<file path="config.mk">
export PLATFORM = sky130hd
export DESIGN_NAME = led_state_sequencer
export DESIGN_NICKNAME = d
export VERILOG_FILES = /design/src/rtl/seq_pkg.sv /design/src/rtl/rise_detect.sv /design/src/rtl/led_state_sequencer.sv
export SDC_FILE = /design/constraint.sdc
export NUM_CORES = 1
export LEC_CHECK = 0
export ABC_AREA = 1
export CAP_MARGIN = 15
export CELL_PAD_IN_SITES_DETAIL_PLACEMENT = 1
export CELL_PAD_IN_SITES_GLOBAL_PLACEMENT = 2
export CORE_UTILIZATION = 34
export DETAILED_ROUTE_END_ITERATION = 10
export GPL_ROUTABILITY_DRIVEN = 0
export HOLD_SLACK_MARGIN = 0.15
export PLACE_DENSITY_LB_ADDON = 0.05
export SLEW_MARGIN = 20
export SYNTH_ARGS = -nofsm -noshare
export SYNTH_HDL_FRONTEND = slang
export SYNTH_SLANG_ARGS = --single-unit
</file>
<file path="constraint.sdc">
create_clock -name clk -period 1.6 [get_ports clk]
set_input_delay 0.24 -clock clk [delete_from_list [all_inputs] [get_ports clk]]
set_output_delay 0.24 -clock clk [all_outputs]
set_load 0.05 [all_outputs]
</file>
<file path="src/rtl/seq_pkg.sv">
// Shared definitions for the LED state sequencer: display state codes,
// the run-control FSM encoding and the default step period.
// Pure declarations, no logic.
package seq_pkg;

    // Display state codes, matching the display block's state decode.
    localparam logic [2:0] S0 = 3'd0;
    localparam logic [2:0] S1 = 3'd1;
    localparam logic [2:0] S2 = 3'd2;
    localparam logic [2:0] S3 = 3'd3;
    localparam logic [2:0] S4 = 3'd4;
    localparam logic [2:0] S5 = 3'd5;

    // Run-control FSM.
    typedef enum logic [1:0] {
        IDLE   = 2'd0,
        RUN    = 2'd1,
        PAUSED = 2'd2
    } run_st_e;

    // One step per second at 50 MHz.
    localparam int TICK_DIV_DEFAULT = 50000000;

endpackage

</file>
<file path="src/rtl/rise_detect.sv">
// Rising-edge detector: one-cycle pulse when d_i goes 0 -> 1.
// Latency: combinational pulse in the cycle d_i is first seen high.
// Backpressure: none.
module rise_detect (
    input  logic clk_i,
    input  logic rst_i,
    input  logic d_i,
    output logic rise_o
);

    logic d_q;

    // Remember last cycle's input level.
    always_ff @(posedge clk_i or posedge rst_i) begin
        if (rst_i) begin
            d_q <= 1'b0;
        end else begin
            d_q <= d_i;
        end
    end

    assign rise_o = d_i & ~d_q;

endmodule

</file>
<file path="src/rtl/led_state_sequencer.sv">
// Display state sequencer: walks S0..S(NUM_STATES-1) once per TICK_DIV cycles
// under start/pause control; blink is a divided 50% phase. All outputs registered.
// No backpressure. Optional: SEQ_AUTOSTOP_EN stops after one full lap.
module led_state_sequencer
    import seq_pkg::*;
#(
    parameter int TICK_DIV   = TICK_DIV_DEFAULT,
    parameter int NUM_STATES = 6
) (
    input  logic       clk,
    input  logic       reset,
    input  logic       start,
    input  logic       pause,
    input  logic       in,
    output logic [2:0] state,
    output logic       blink,
    output logic       step_pulse,
    output logic       running
);

    localparam int             DIV_W    = $clog2(TICK_DIV);
    localparam logic [DIV_W-1:0] DIV_HALF = DIV_W'(TICK_DIV / 2 - 1);
    localparam logic [DIV_W-1:0] DIV_LAST = DIV_W'(TICK_DIV - 1);
    localparam logic [2:0]     ST_LAST  = 3'(NUM_STATES - 1);

    logic start_rise;
    logic pause_rise;

    run_st_e          fsm_q, fsm_d;
    logic [DIV_W-1:0] div_cnt_q, div_cnt_d;
    logic [2:0]       state_q, state_d;
    logic             blink_q, blink_d;
    logic             step_q, step_d;
    logic             running_q;
    logic             advance;
    logic             step_tick;
    logic             fresh_start;
    logic [2:0]       state_next;

    rise_detect u_start_rise (
        .clk_i  (clk),
        .rst_i  (reset),
        .d_i    (start),
        .rise_o (start_rise)
    );

    rise_detect u_pause_rise (
        .clk_i  (clk),
        .rst_i  (reset),
        .d_i    (pause),
        .rise_o (pause_rise)
    );

    // The divider only moves in RUN cycles that are not being paused,
    // so a pause freezes the phase exactly where it was.
    assign advance   = (fsm_q == RUN) && !pause_rise;
    assign step_tick = advance && (div_cnt_q == DIV_LAST);

    // Next display state; direction is only looked at on the step cycle.
    always_comb begin
        state_next = state_q;
        if (in) begin
            state_next = (state_q == S0) ? ST_LAST : state_q - 3'd1;
        end else begin
            state_next = (state_q == ST_LAST) ? S0 : state_q + 3'd1;
        end
    end

`ifdef SEQ_AUTOSTOP_EN
    // Steps taken since the last entry from IDLE; survives pause/resume.
    logic [3:0] steps_q, steps_d;
    logic       lap_done;

    assign lap_done = step_tick && (steps_q == 4'(NUM_STATES - 1));

    // Lap step counter.
    always_ff @(posedge clk or posedge reset) begin
        if (reset) begin
            steps_q <= 4'd0;
        end else begin
            steps_q <= steps_d;
        end
    end

    // Clear on a fresh start or lap end, bump on each step.
    always_comb begin
        steps_d = steps_q;
        if (fresh_start || lap_done) begin
            steps_d = 4'd0;
        end else if (step_tick) begin
            steps_d = steps_q + 4'd1;
        end
    end
`else
    logic lap_done;

    assign lap_done = 1'b0;
`endif

    // Run FSM state register.
    always_ff @(posedge clk or posedge reset) begin
        if (reset) begin
            fsm_q <= IDLE;
        end else begin
            fsm_q <= fsm_d;
        end
    end

    // Run FSM next state: pause beats a simultaneous start.
    always_comb begin
        fsm_d = fsm_q;
        case (fsm_q)
            IDLE: begin
                if (start_rise && !pause_rise) begin
                    fsm_d = RUN;
                end
            end
            RUN: begin
                if (pause_rise) begin
                    fsm_d = PAUSED;
                end else if (lap_done) begin
                    fsm_d = IDLE;
                end
            end
            PAUSED: begin
                if (start_rise && !pause_rise) begin
                    fsm_d = RUN;
                end
            end
            default: fsm_d = IDLE;
        endcase
    end

    assign fresh_start = (fsm_q == IDLE) && (fsm_d == RUN);

    // Divider, blink phase and display state next values.
    always_comb begin
        div_cnt_d = div_cnt_q;
        state_d   = state_q;
        blink_d   = blink_q;
        step_d    = 1'b0;
        if (fresh_start) begin
            div_cnt_d = '0;
            state_d   = S0;
            blink_d   = 1'b0;
        end else if (advance) begin
            div_cnt_d = (div_cnt_q == DIV_LAST) ? '0 : div_cnt_q + DIV_W'(1);
            if ((div_cnt_q == DIV_HALF) || (div_cnt_q == DIV_LAST)) begin
                blink_d = ~blink_q;
            end
            if (step_tick) begin
                step_d  = 1'b1;
                state_d = state_next;
            end
            if (lap_done) begin
                blink_d = 1'b0;
            end
        end
    end

    // Datapath and output registers; running trails the FSM by one cycle.
    always_ff @(posedge clk or posedge reset) begin
        if (reset) begin
            div_cnt_q <= '0;
            state_q   <= S0;
            blink_q   <= 1'b0;
            step_q    <= 1'b0;
            running_q <= 1'b0;
        end else begin
            div_cnt_q <= div_cnt_d;
            state_q   <= state_d;
            blink_q   <= blink_d;
            step_q    <= step_d;
            running_q <= (fsm_q == RUN);
        end
    end

    assign state      = state_q;
    assign blink      = blink_q;
    assign step_pulse = step_q;
    assign running    = running_q;

endmodule

</file>
==> Yosys cells after proc, flatten, opt, wreduce, memory -nomap -nowiden <==
Cells that the tools add are included.
{ "word_totals": {"ff_bits": 36, "inputBits": 5, "out_inout_bits": 6, "wordCells": 54} }
{ "classes": {"add_sub_neg": 3, "n_eq_ne": 6, "muxes": 18, "n_bitwise": 5, "reduce_logical": 14} }
{ "ops": {"columns": ["op", "count"], "rows": [
  ["26-bit 2-to-1 mux", 3],
  ["26-bit by 1-bit adder with 26-bit output (second input constant)", 1],
  ["26-bit by 25-bit == test with 1-bit output (second input constant)", 1],
  ["26-bit == test (second input constant)", 1],
  ["3-bit 2-to-1 mux", 6],
  ["1-bit 2-to-1 mux", 6],
  ["2-bit nonzero test", 3],
  ["2-bit by 1-bit == test with 1-bit output (second input constant)", 2],
  ["1-bit logical AND", 4],
  ["2-bit 2-to-1 mux", 2],
  ["2-bit one-hot mux with 2 select lines", 1],
  ["2-bit AND reduction", 2],
  ["3-bit by 1-bit adder with 3-bit output (second input constant)", 1],
  ["3-bit == test (second input constant)", 1],
  ["3-bit zero test", 1],
  ["1-bit inverter", 3],
  ["3-bit by 1-bit subtractor with 3-bit output (second input constant)", 1],
  ["1-bit bitwise AND", 2],
  ["2-bit == test (second input constant)", 1],
  ["2-bit zero test", 1],
  ["2-bit OR reduction", 1],
  ["1-bit zero test", 1],
  ["1-bit logical OR", 1]
]} }

==> Depth between registers and ports, before layout <==
Gate-level depths: netlist (run 1).
{ "depth": {"ltp_word": 10, "mapped_depth": 11, "mapped_depth_nobuf": 10} }

==> Hierarchy <==
Synthesis (run 1) repeated with hierarchy kept, for this count alone.
{ "unflattened": {"cells_unflattened": 310, "area_unflattened_um2": 2187.1} }
{ "by_module_without_submodules": {"columns": ["mod", "n_inst", "cells_each", "area_each_um2", "seq_area_each_um2"], "rows": [
  ["led_state_sequencer", 1, 302, 2109.5, 850.8],
  ["rise_detect", 2, 4, 38.8, 25.0]
]} }

==> Least setup slack after synthesis (run 1) <==
OpenSTA, ideal clock, no wires.
{ "synth_path": {"path_kind": "register to register", "start": "reg state_q[0], in the netlist state[0]", "end": "reg state_q[2], in the netlist state[2]", "setup_ns": 0.076, "arrival_ns": 1.408, "required_ns": 1.524, "slack_ns": 0.116, "stages_incl_launch_ff": 8, "n_path_buf": 0, "period_less_slack_ns": 1.484, "path_cell_list": "dfrtp_1 > inv_1 > nand2_1 > inv_1 > ha_1 > nand2_1 > o211ai_1 > o21ai_1"} }
{ "synth_between": {"elab_chain_len": 6, "word_cells_on_any_way": 10, "cone_classes": "add/sub (2); eq/ne (1); mux (6); reduce/logical (1)"} }
{ "synth_lines": {"columns": ["element", "line", "rtl"], "rows": [
  ["start: declaration", "led_state_sequencer.sv:31", "logic [2:0] state_q, state_d;"],
  ["start signal: assignment", "led_state_sequencer.sv:171", "state_q <= state_d;"],
  ["3-bit by 1-bit adder with 3-bit output, or another cell as far along", "led_state_sequencer.sv:65", "state_next = (state_q == ST_LAST) ? S0 : state_q + 3'd1;"],
  ["3-bit 2-to-1 mux, on equally long branches", "led_state_sequencer.sv:65, led_state_sequencer.sv:63", null],
  ["3-bit 2-to-1 mux *", "led_state_sequencer.sv:62", "if (in) begin"],
  ["3-bit 2-to-1 mux *", "led_state_sequencer.sv:151", "if (step_tick) begin"],
  ["3-bit 2-to-1 mux *", "led_state_sequencer.sv:146", "end else if (advance) begin"],
  ["3-bit 2-to-1 mux *", "led_state_sequencer.sv:142", "if (fresh_start) begin"]
]} }
Mark *: on every way between the ends. The rest lies on a longest branch, timed or not. The select of a mux whose other input is x is not followed.
A chain may end at the register's enable or synchronous reset.

==> Final worst setup path (run 1) <==
{ "layout_path": {"start": "reg div_cnt_q[1]", "end": "reg div_cnt_q[24]"} }
{ "layout_between": {"elab_chain_len": 4, "word_cells_on_any_way": 5, "cone_classes": "add/sub (1); eq/ne (1); mux (3)"} }
{ "layout_lines": {"columns": ["element", "line", "rtl"], "rows": [
  ["start: declaration", "led_state_sequencer.sv:30", "logic [DIV_W-1:0] div_cnt_q, div_cnt_d;"],
  ["start signal: assignment", "led_state_sequencer.sv:170", "div_cnt_q <= div_cnt_d;"],
  ["26-bit by 1-bit adder with 26-bit output or 26-bit == test (tied branches)", "led_state_sequencer.sv:147", "div_cnt_d = (div_cnt_q == DIV_LAST) ? '0 : div_cnt_q + DIV_W'(1);"],
  ["26-bit 2-to-1 mux *", "led_state_sequencer.sv:147", null],
  ["26-bit 2-to-1 mux *", "led_state_sequencer.sv:146", null],
  ["26-bit 2-to-1 mux *", "led_state_sequencer.sv:142", null]
]} }
Marks and branches as above.

==> flow_metrics.py, run 1 <==
metrics = {
    "outcome": {
        "run_status": "completed",
    },
    "final_layout": {
        "mostFrequentLayoutCell": "nand2_1",
        "finalNonFillerCells": 536,
        "area_growth_syn_to_layout_pct": 31.92,
        "nets": 446,
        "layout-drive-gt1-share": 0.2818,
        "fillers": 929,
        "layout_common_cells": "107 x nand2_1, 58 x nor2_1, 45 x buf_4",
        "diodes": 0,
    },
    "synth": {
        "synth_warnings": 0,
        "synth_area_sq_um": 2505,
        "synth_top_area_frac": 0.3596,
        "yosys.area.top_type": "dfrtp_1",
        "synth.ff_latch_count": 36,
        "syn-mean-instance-area_sq_um": 6.523,
        "sequential_fraction_of_the_synthesis_area": 0.3596,
        "synthCells": 384,
        "synth_area_leaders": "dfrtp_1 36%, nand2_1 17%, nor2_1 11%",
        "mappedNetlistNets": 391,
        "post_synth_num_cell_types": 28,
    },
    "placed_design": {
        "dp.final_hpwl_um": 6636,
        "portBuffers": 10,
        "pre_cts_slack_ns": -0.2778,
        "dp_cells": 523,
    },
    "setup_path": {
        "r2r_slack_ns": 0.03,
        "kind_of_start_point_of_the_critical_path": "flop",
        "critPathCaptureType": "flop",
        "reg2regPathDepth": 9,
        "cp_data_required_time_ns": 1.84,
        "reg2reg_from": "div_cnt_q[1]",
        "critical_path.max_fanout": 5,
        "worstPathArrival_ns": 1.81,
        "path_class": "flop to flop",
        "regToRegEndpoint": "div_cnt_q[24]",
    },
    "global_route": {
        "number_of_global_route_vias_before_repair": 2721,
        "first_pass_grt_wire_length_um": 13790,
        "gr-usage-all-layers": 0.2392,
        "grt_max_degree": 37,
        "grt_overflow_total": 0,
        "initial_antenna_violation_count": 0,
    },
    "drt": {
        "antenna_left": 0,
        "remaining_drc_errors": 0,
        "drt_first_iter_violations": 88,
        "routed_wire_length_um": 8316,
        "vias_after_detailed_routing": 2636,
        "drt-wirelength-per-cell_um": 15.51,
        "pre_repair_dr_iteration_count": 4,
        "drt-vias-per-instance": 4.918,
    },
    "timing": {
        "finalClockSkew_ns": 0.01146,
        "remaining_max_slew_budget_at_the_tightest_pin": 0.7037,
        "slew_of_the_pin_with_the_lowest_slew_margin_ns": 0.4410,
        "slew_violations": 0,
        "period_share": 0.9822,
        "setup_viol": 0,
        "period_minus_slack_ns": 1.572,
        "fmaxAchievable_ghz": 0.6363,
        "grt_setup_unrepaired": "yes",
        "hold_viol_final": 0,
        "finalWorstSetupSlack_ns": 0.02841,
    },
    "power_and_ir_drop": {
        "power_leakage_nw": 1.452,
        "swShare": 0.3641,
        "p_int_mw": 1.889,
        "power.sequential.fraction": 0.383,
        "vdd_drop_max_v": 0.0004974,
        "switchingPower_mw": 1.081,
        "share_comb_of_total_power": 0.332,
        "p_per_area_nw_per_um2": 898.7,
        "clock_share_of_power": 0.286,
    },
    "floorplan": {
        "ioPinCount": 11,
        "row_count": 30,
        "fp.dieW_um": 87.84,
        "fp.dieArea_sq_um": 7715,
        "chipHeight_um": 87.84,
        "effective_utilization_at_floorplan": 0.3607,
        "core_footprint_sq_um": 6944,
    },
    "clock_tree": {
        "cts_hold_buffers": 0,
        "clock_insertion_delay_worst_skew_ns": 0.31,
        "cts.htree.levels": 2,
        "clock_sink_count": 36,
        "cts_root_buffer": "clkbuf_8",
        "cts.path.max_buffers": 2,
        "worst_setup_hold_path_clk_slew_ns": 0.09,
        "number_of_cts_inserted_buffers": 5,
        "tritoncts": "yes",
    },
    "worst_hold_path": {
        "hold_class": "primary input to async pin",
    },
    "run": {
        "maxCapViolCount": 0,
    },
}
[critical path, stage by stage (launching register included)]
cell     delay (ns)
dfrtp_1        0.37
ha_2           0.22
nand2_4        0.07
nor2_4         0.21
nand3_4        0.12
nor2_4         0.19
nand2_2        0.09
nor2_4         0.10
nor2_2         0.05
nor2_2         0.07
[cells in the mapped netlist]
cell type and count:
nand2_1 116, nor2_1 71, inv_1 43, dfrtp_1 36
nand3_1 26, nand4_1 12, o21ai_0 12, nor3_1 11
o21ai_1 7, a21oi_1 6, nand2_2 6, nor2_2 6
nor2_4 5, inv_2 4, nand3_2 4, buf_6 3
buf_2 2, buf_4 2, ha_1 2, xor2_1 2
a32oi_1 1, nand2_4 1, nand3b_1 1, nor3_2 1
o211ai_1 1, o21ai_2 1, o31ai_1 1, or2_2 1
[repair_timing]
action	4_1_cts	5_1_grt
cloned	1	0
pin swaps	6	11
setup endpoints to repair	24	26
endpoints found under the hold margin	0	0
buffers inserted	1	3
resized for setup	11	37
[metal layers]
layer / vias to the layer above / wire, um / global-route usage
met1: 1279 / 4029 / 0.3229
met4: 0 / 108 / 0.06557
met3: 10 / 216 / 0.03487
met5: - / 0 / 0
li1: 1322 / - / -
met2: 25 / 3962 / 0.3982
[sequential cells by signal (all words and copies together), names as in the netlist]
register and cells:
u_pause_rise.d_q 1, div_cnt_q 26, step_pulse 1, state 3, fsm_q 2, blink 1, u_start_rise.d_q 1, running 1
[worst max-delay path by stage]
| stage | startpoint | end | slack [ns] |
|---|---|---|---|
| detailed placement | start | div_cnt_q[7] | -0.28 |
| global placement | start | div_cnt_q[7] | -0.20 |
| global route | div_cnt_q[1] | div_cnt_q[22] | -0.06 |
| finish | div_cnt_q[1] | div_cnt_q[24] | 0.03 |
| floorplan | state[0] | state[2] | 0.12 |
| CTS | div_cnt_q[1] | div_cnt_q[17] | 0.003 |
[cells by family (layout without fill, tap and decap cells)]
kind of cell / Yosys count / after routing / share of synthesized area
xor gates and xnor gates: 2 / 2 / 0.006994
adders and majority gates: 2 / 2 / 0.009988
buffers and inverters: 54 / 109 / 0.09390
and+or+nand+nor: 261 / 262 / 0.4665
AOI/OAI and AO/OA: 29 / 29 / 0.06294
DFF: 36 / 36 / 0.3596
[metrics by stage]
step | power, mW | hold slack, ns | setup TNS [ns] | area (sq um) | util
final | 2.970 | 0.2883 | 0 | 3304 | 0.4759
after global routing | 3.138 | 0.3198 | -0.5479 | 3304 | 0.4759
after CTS | 2.954 | 0.2968 | 0 | 3179 | 0.4578
after detailed placement | 2.067 | 0.5007 | -5.021 | 3014 | 0.4341
after global placement | 2.028 | 0.4785 | -2.850 | 3014 | 0.4341
after floorplan | 1.612 | 0.2714 | 0 | 2505 | -
[final cells by class]
type / count / area, sq um / share of cell area
multi-input cells: 295 / 1511 / 0.4574
clock inverters: 3 / 42.54 / 0.01287
flip-flops and latches: 36 / 907.1 / 0.2745
clock buffers: 5 / 68.82 / 0.02083
inverters: 47 / 176.4 / 0.05339
repair buffers: 54 / 478.0 / 0.1446
well taps: 96 / 120.1 / 0.03635
[power groups by stage]
stage                     logic, mW  registers (mW)  clock network (mW)
after floorplan               0.449            1.16                   0
after global placement        0.888            1.14                   0
after detailed placement      0.917            1.15                   0
after CTS                     0.949            1.13               0.870
after global routing           1.09            1.15               0.902
final                         0.985            1.14               0.849
No activity file was read; power rests on OpenSTA's default activity.
==> run 2, diff against run 1 <==
Settings changed: REMOVE_ABC_BUFFERS set to 1.
==> run 2 against run 1 <==
- total power down 1.6%
- critical endpoint is now state[1]
- worst hold slack better by 0.018 ns
- final area down 2.0%
- largest cell class unchanged
- largest power group unchanged
- clock skew down 0.0034 ns
- first-iteration DRC count up 92%
- combinational power down 6.0%
- global-route usage down 1.1 points
- register-to-register slack about the same
- critical path depth down 1
==> flow_metrics.py, run 2 (synthesized netlist as in run 1, its figures left out) <==
metrics = {
    "final_layout": {
        "area_growth_syn_to_layout_pct": 29.32,
        "largest_register_ffs": 26,
        "final-seq-area_sq_um": 909.6,
        "fin_util": 0.4665,
        "fin_area_sq_um": 3239,
        "mostFrequentLayoutCell": "nand2_1",
        "fillers": 914,
        "layout-drive-gt1-share": 0.2677,
        "nets": 443,
        "layout_common_cells": "110 x nand2_1, 61 x nor2_1, 44 x buf_4",
        "max_flop_register": "div_cnt_q",
        "diodes": 0,
        "multiInputGateArea_sq_um": 1488,
    },
    "global_route": {
        "gr-usage-all-layers": 0.2286,
        "grt_max_degree": 37,
        "first_pass_grt_wire_length_um": 13220,
        "initial_antenna_violation_count": 0,
        "number_of_global_route_vias_before_repair": 2683,
        "grt_overflow_total": 0,
    },
    "timing": {
        "setup_viol": 0,
        "slew_of_the_pin_with_the_lowest_slew_margin_ns": 0.3989,
        "finalClockSkew_ns": 0.008112,
        "hold_viol_final": 0,
        "fmaxAchievable_ghz": 0.6409,
        "grt_setup_unrepaired": "yes",
        "slew_violations": 0,
        "period_minus_slack_ns": 1.560,
        "remaining_max_slew_budget_at_the_tightest_pin": 0.7320,
        "period_share": 0.9752,
    },
    "floorplan": {
        "ioPinCount": 11,
        "effective_utilization_at_floorplan": 0.3607,
        "core_footprint_sq_um": 6944,
        "chipHeight_um": 87.84,
        "row_count": 30,
        "fp.dieArea_sq_um": 7715,
        "fp.dieW_um": 87.84,
    },
    "setup_path": {
        "kind_of_start_point_of_the_critical_path": "flop",
        "r2r_slack_ns": 0.04,
        "worstPathArrival_ns": 1.79,
        "slowest_stage": "dfrtp_1",
        "regToRegEndpoint": "state[1]",
        "worst-path-buf-inv": 1,
        "cp_slowest_stage_delay_ns": 0.38,
        "reg2regPathDepth": 8,
        "reg2reg_from": "div_cnt_q[0]",
        "critical_path.max_fanout": 4,
        "path_class": "flop to flop",
        "cp_data_required_time_ns": 1.83,
        "critical-path-top-delay-family": "simple AND/OR/NAND/NOR gates",
        "critical_path.cell_chain": "ha_2 -> nand2_4 -> nor2_4 -> nand2_1 -> nor2_2 -> nand2_2 -> buf_4 -> o21ai_2",
        "critPathCaptureType": "flop",
    },
    "worst_hold_path": {
        "hold_class": "primary input to async pin",
    },
    "drt": {
        "pre_repair_dr_iteration_count": 4,
        "drt-wirelength-per-cell_um": 15.32,
        "antenna_left": 0,
        "drt_first_iter_violations": 169,
        "drt-vias-per-instance": 4.962,
        "vias_after_detailed_routing": 2645,
        "remaining_drc_errors": 0,
        "routed_wire_length_um": 8163,
    },
    "power_and_ir_drop": {
        "vdd_drop_max_v": 0.0006014,
        "p_per_area_nw_per_um2": 901.8,
        "power_leakage_nw": 1.429,
    },
    "placed_design": {
        "dp.final_hpwl_um": 6308,
        "portBuffers": 10,
        "post_dp_cell_area_sq_um": 2967,
    },
    "clock_tree": {
        "cts.path.max_buffers": 2,
        "clock_insertion_delay_worst_skew_ns": 0.30,
        "cts_root_buffer": "clkbuf_8",
        "number_of_cts_inserted_buffers": 5,
        "clock_sink_count": 36,
        "tritoncts": "yes",
        "cts.htree.levels": 2,
        "worst_setup_hold_path_clk_slew_ns": 0.09,
    },
    "outcome": {
        "run_status": "completed",
    },
    "run": {
        "maxCapViolCount": 0,
    },
}
## run 2: cell count changes in the layout (fill, tap and decap cells not counted), sizes merged
cell    change
buf         -3
inv         +1
clkinv      -1
## run 2: metal layers
metal / vias up / routed length (um) / part of all wire / track usage
met4: 0 / 107 / 0.013 / 0.06110
li1: 1315 / - / - / -
met3: 9 / 200 / 0.025 / 0.02639
met1: 1282 / 4008 / 0.49 / 0.3218
met2: 39 / 3846 / 0.47 / 0.3700
met5: - / 0 / 0 / 0
## run 2: worst max-delay path by stage
stage,from,to,slack [ns],cells after the start
global placement,start,div_cnt_q[24],-0.17,9
detailed placement,start,state[1],-0.26,9
global route,div_cnt_q[0],div_cnt_q[16],-0.05,9
finish,div_cnt_q[0],state[1],0.04,8
floorplan,fsm_q[1],div_cnt_q[13],-0.01,8
CTS,div_cnt_q[1],div_cnt_q[17],-0.02,8
## run 2: final cells by class
type                    count  share of cell area
clock buffers               5             0.02124
flip-flops and latches     36              0.2808
multi-input cells         295              0.4593
well taps                  96             0.03708
clock inverters             3             0.01429
repair buffers             51              0.1329
inverters                  47             0.05446
## run 2: power by group
group          switching (mW)  internal (mW)  leakage [nW]
clock network           0.399          0.470        0.0548
registers               0.106           1.02         0.476
logic                   0.571          0.355         0.898
## run 2: worst register-to-register path, stage by stage (launching register included)
cell and delay, ns:
dfrtp_1 0.38, ha_2 0.21, nand2_4 0.08, nor2_4 0.18, nand2_1 0.10, nor2_2 0.13
nand2_2 0.10, buf_4 0.17, o21ai_2 0.13
## run 2: repair_timing
| item | 4_1_cts | 5_1_grt |
|---|---|---|
| hold buffers | 0 | 0 |
| setup endpoints to repair | 23 | 26 |
| buffers inserted | 0 | 4 |
| resized for setup | 8 | 37 |
| gates cloned | 1 | 0 |
| pin swaps | 2 | 10 |
## run 2: per-stage QoR
step	total power, mW	worst slack (ns)	hold slack (ns)	TNS (ns)	cells
3_3_place_gp	1.983	-0.1710	0.4873	-2.965	520
4_1_cts	2.913	-0.02118	0.3133	-0.02118	529
6_report	2.921	0.03967	0.3061	0	533
3_5_place_dp	2.004	-0.2592	0.4983	-4.544	520
2_1_floorplan	1.559	-0.01147	0.2714	-0.01147	377
5_1_grt	3.084	-0.04720	0.3260	-0.2552	533
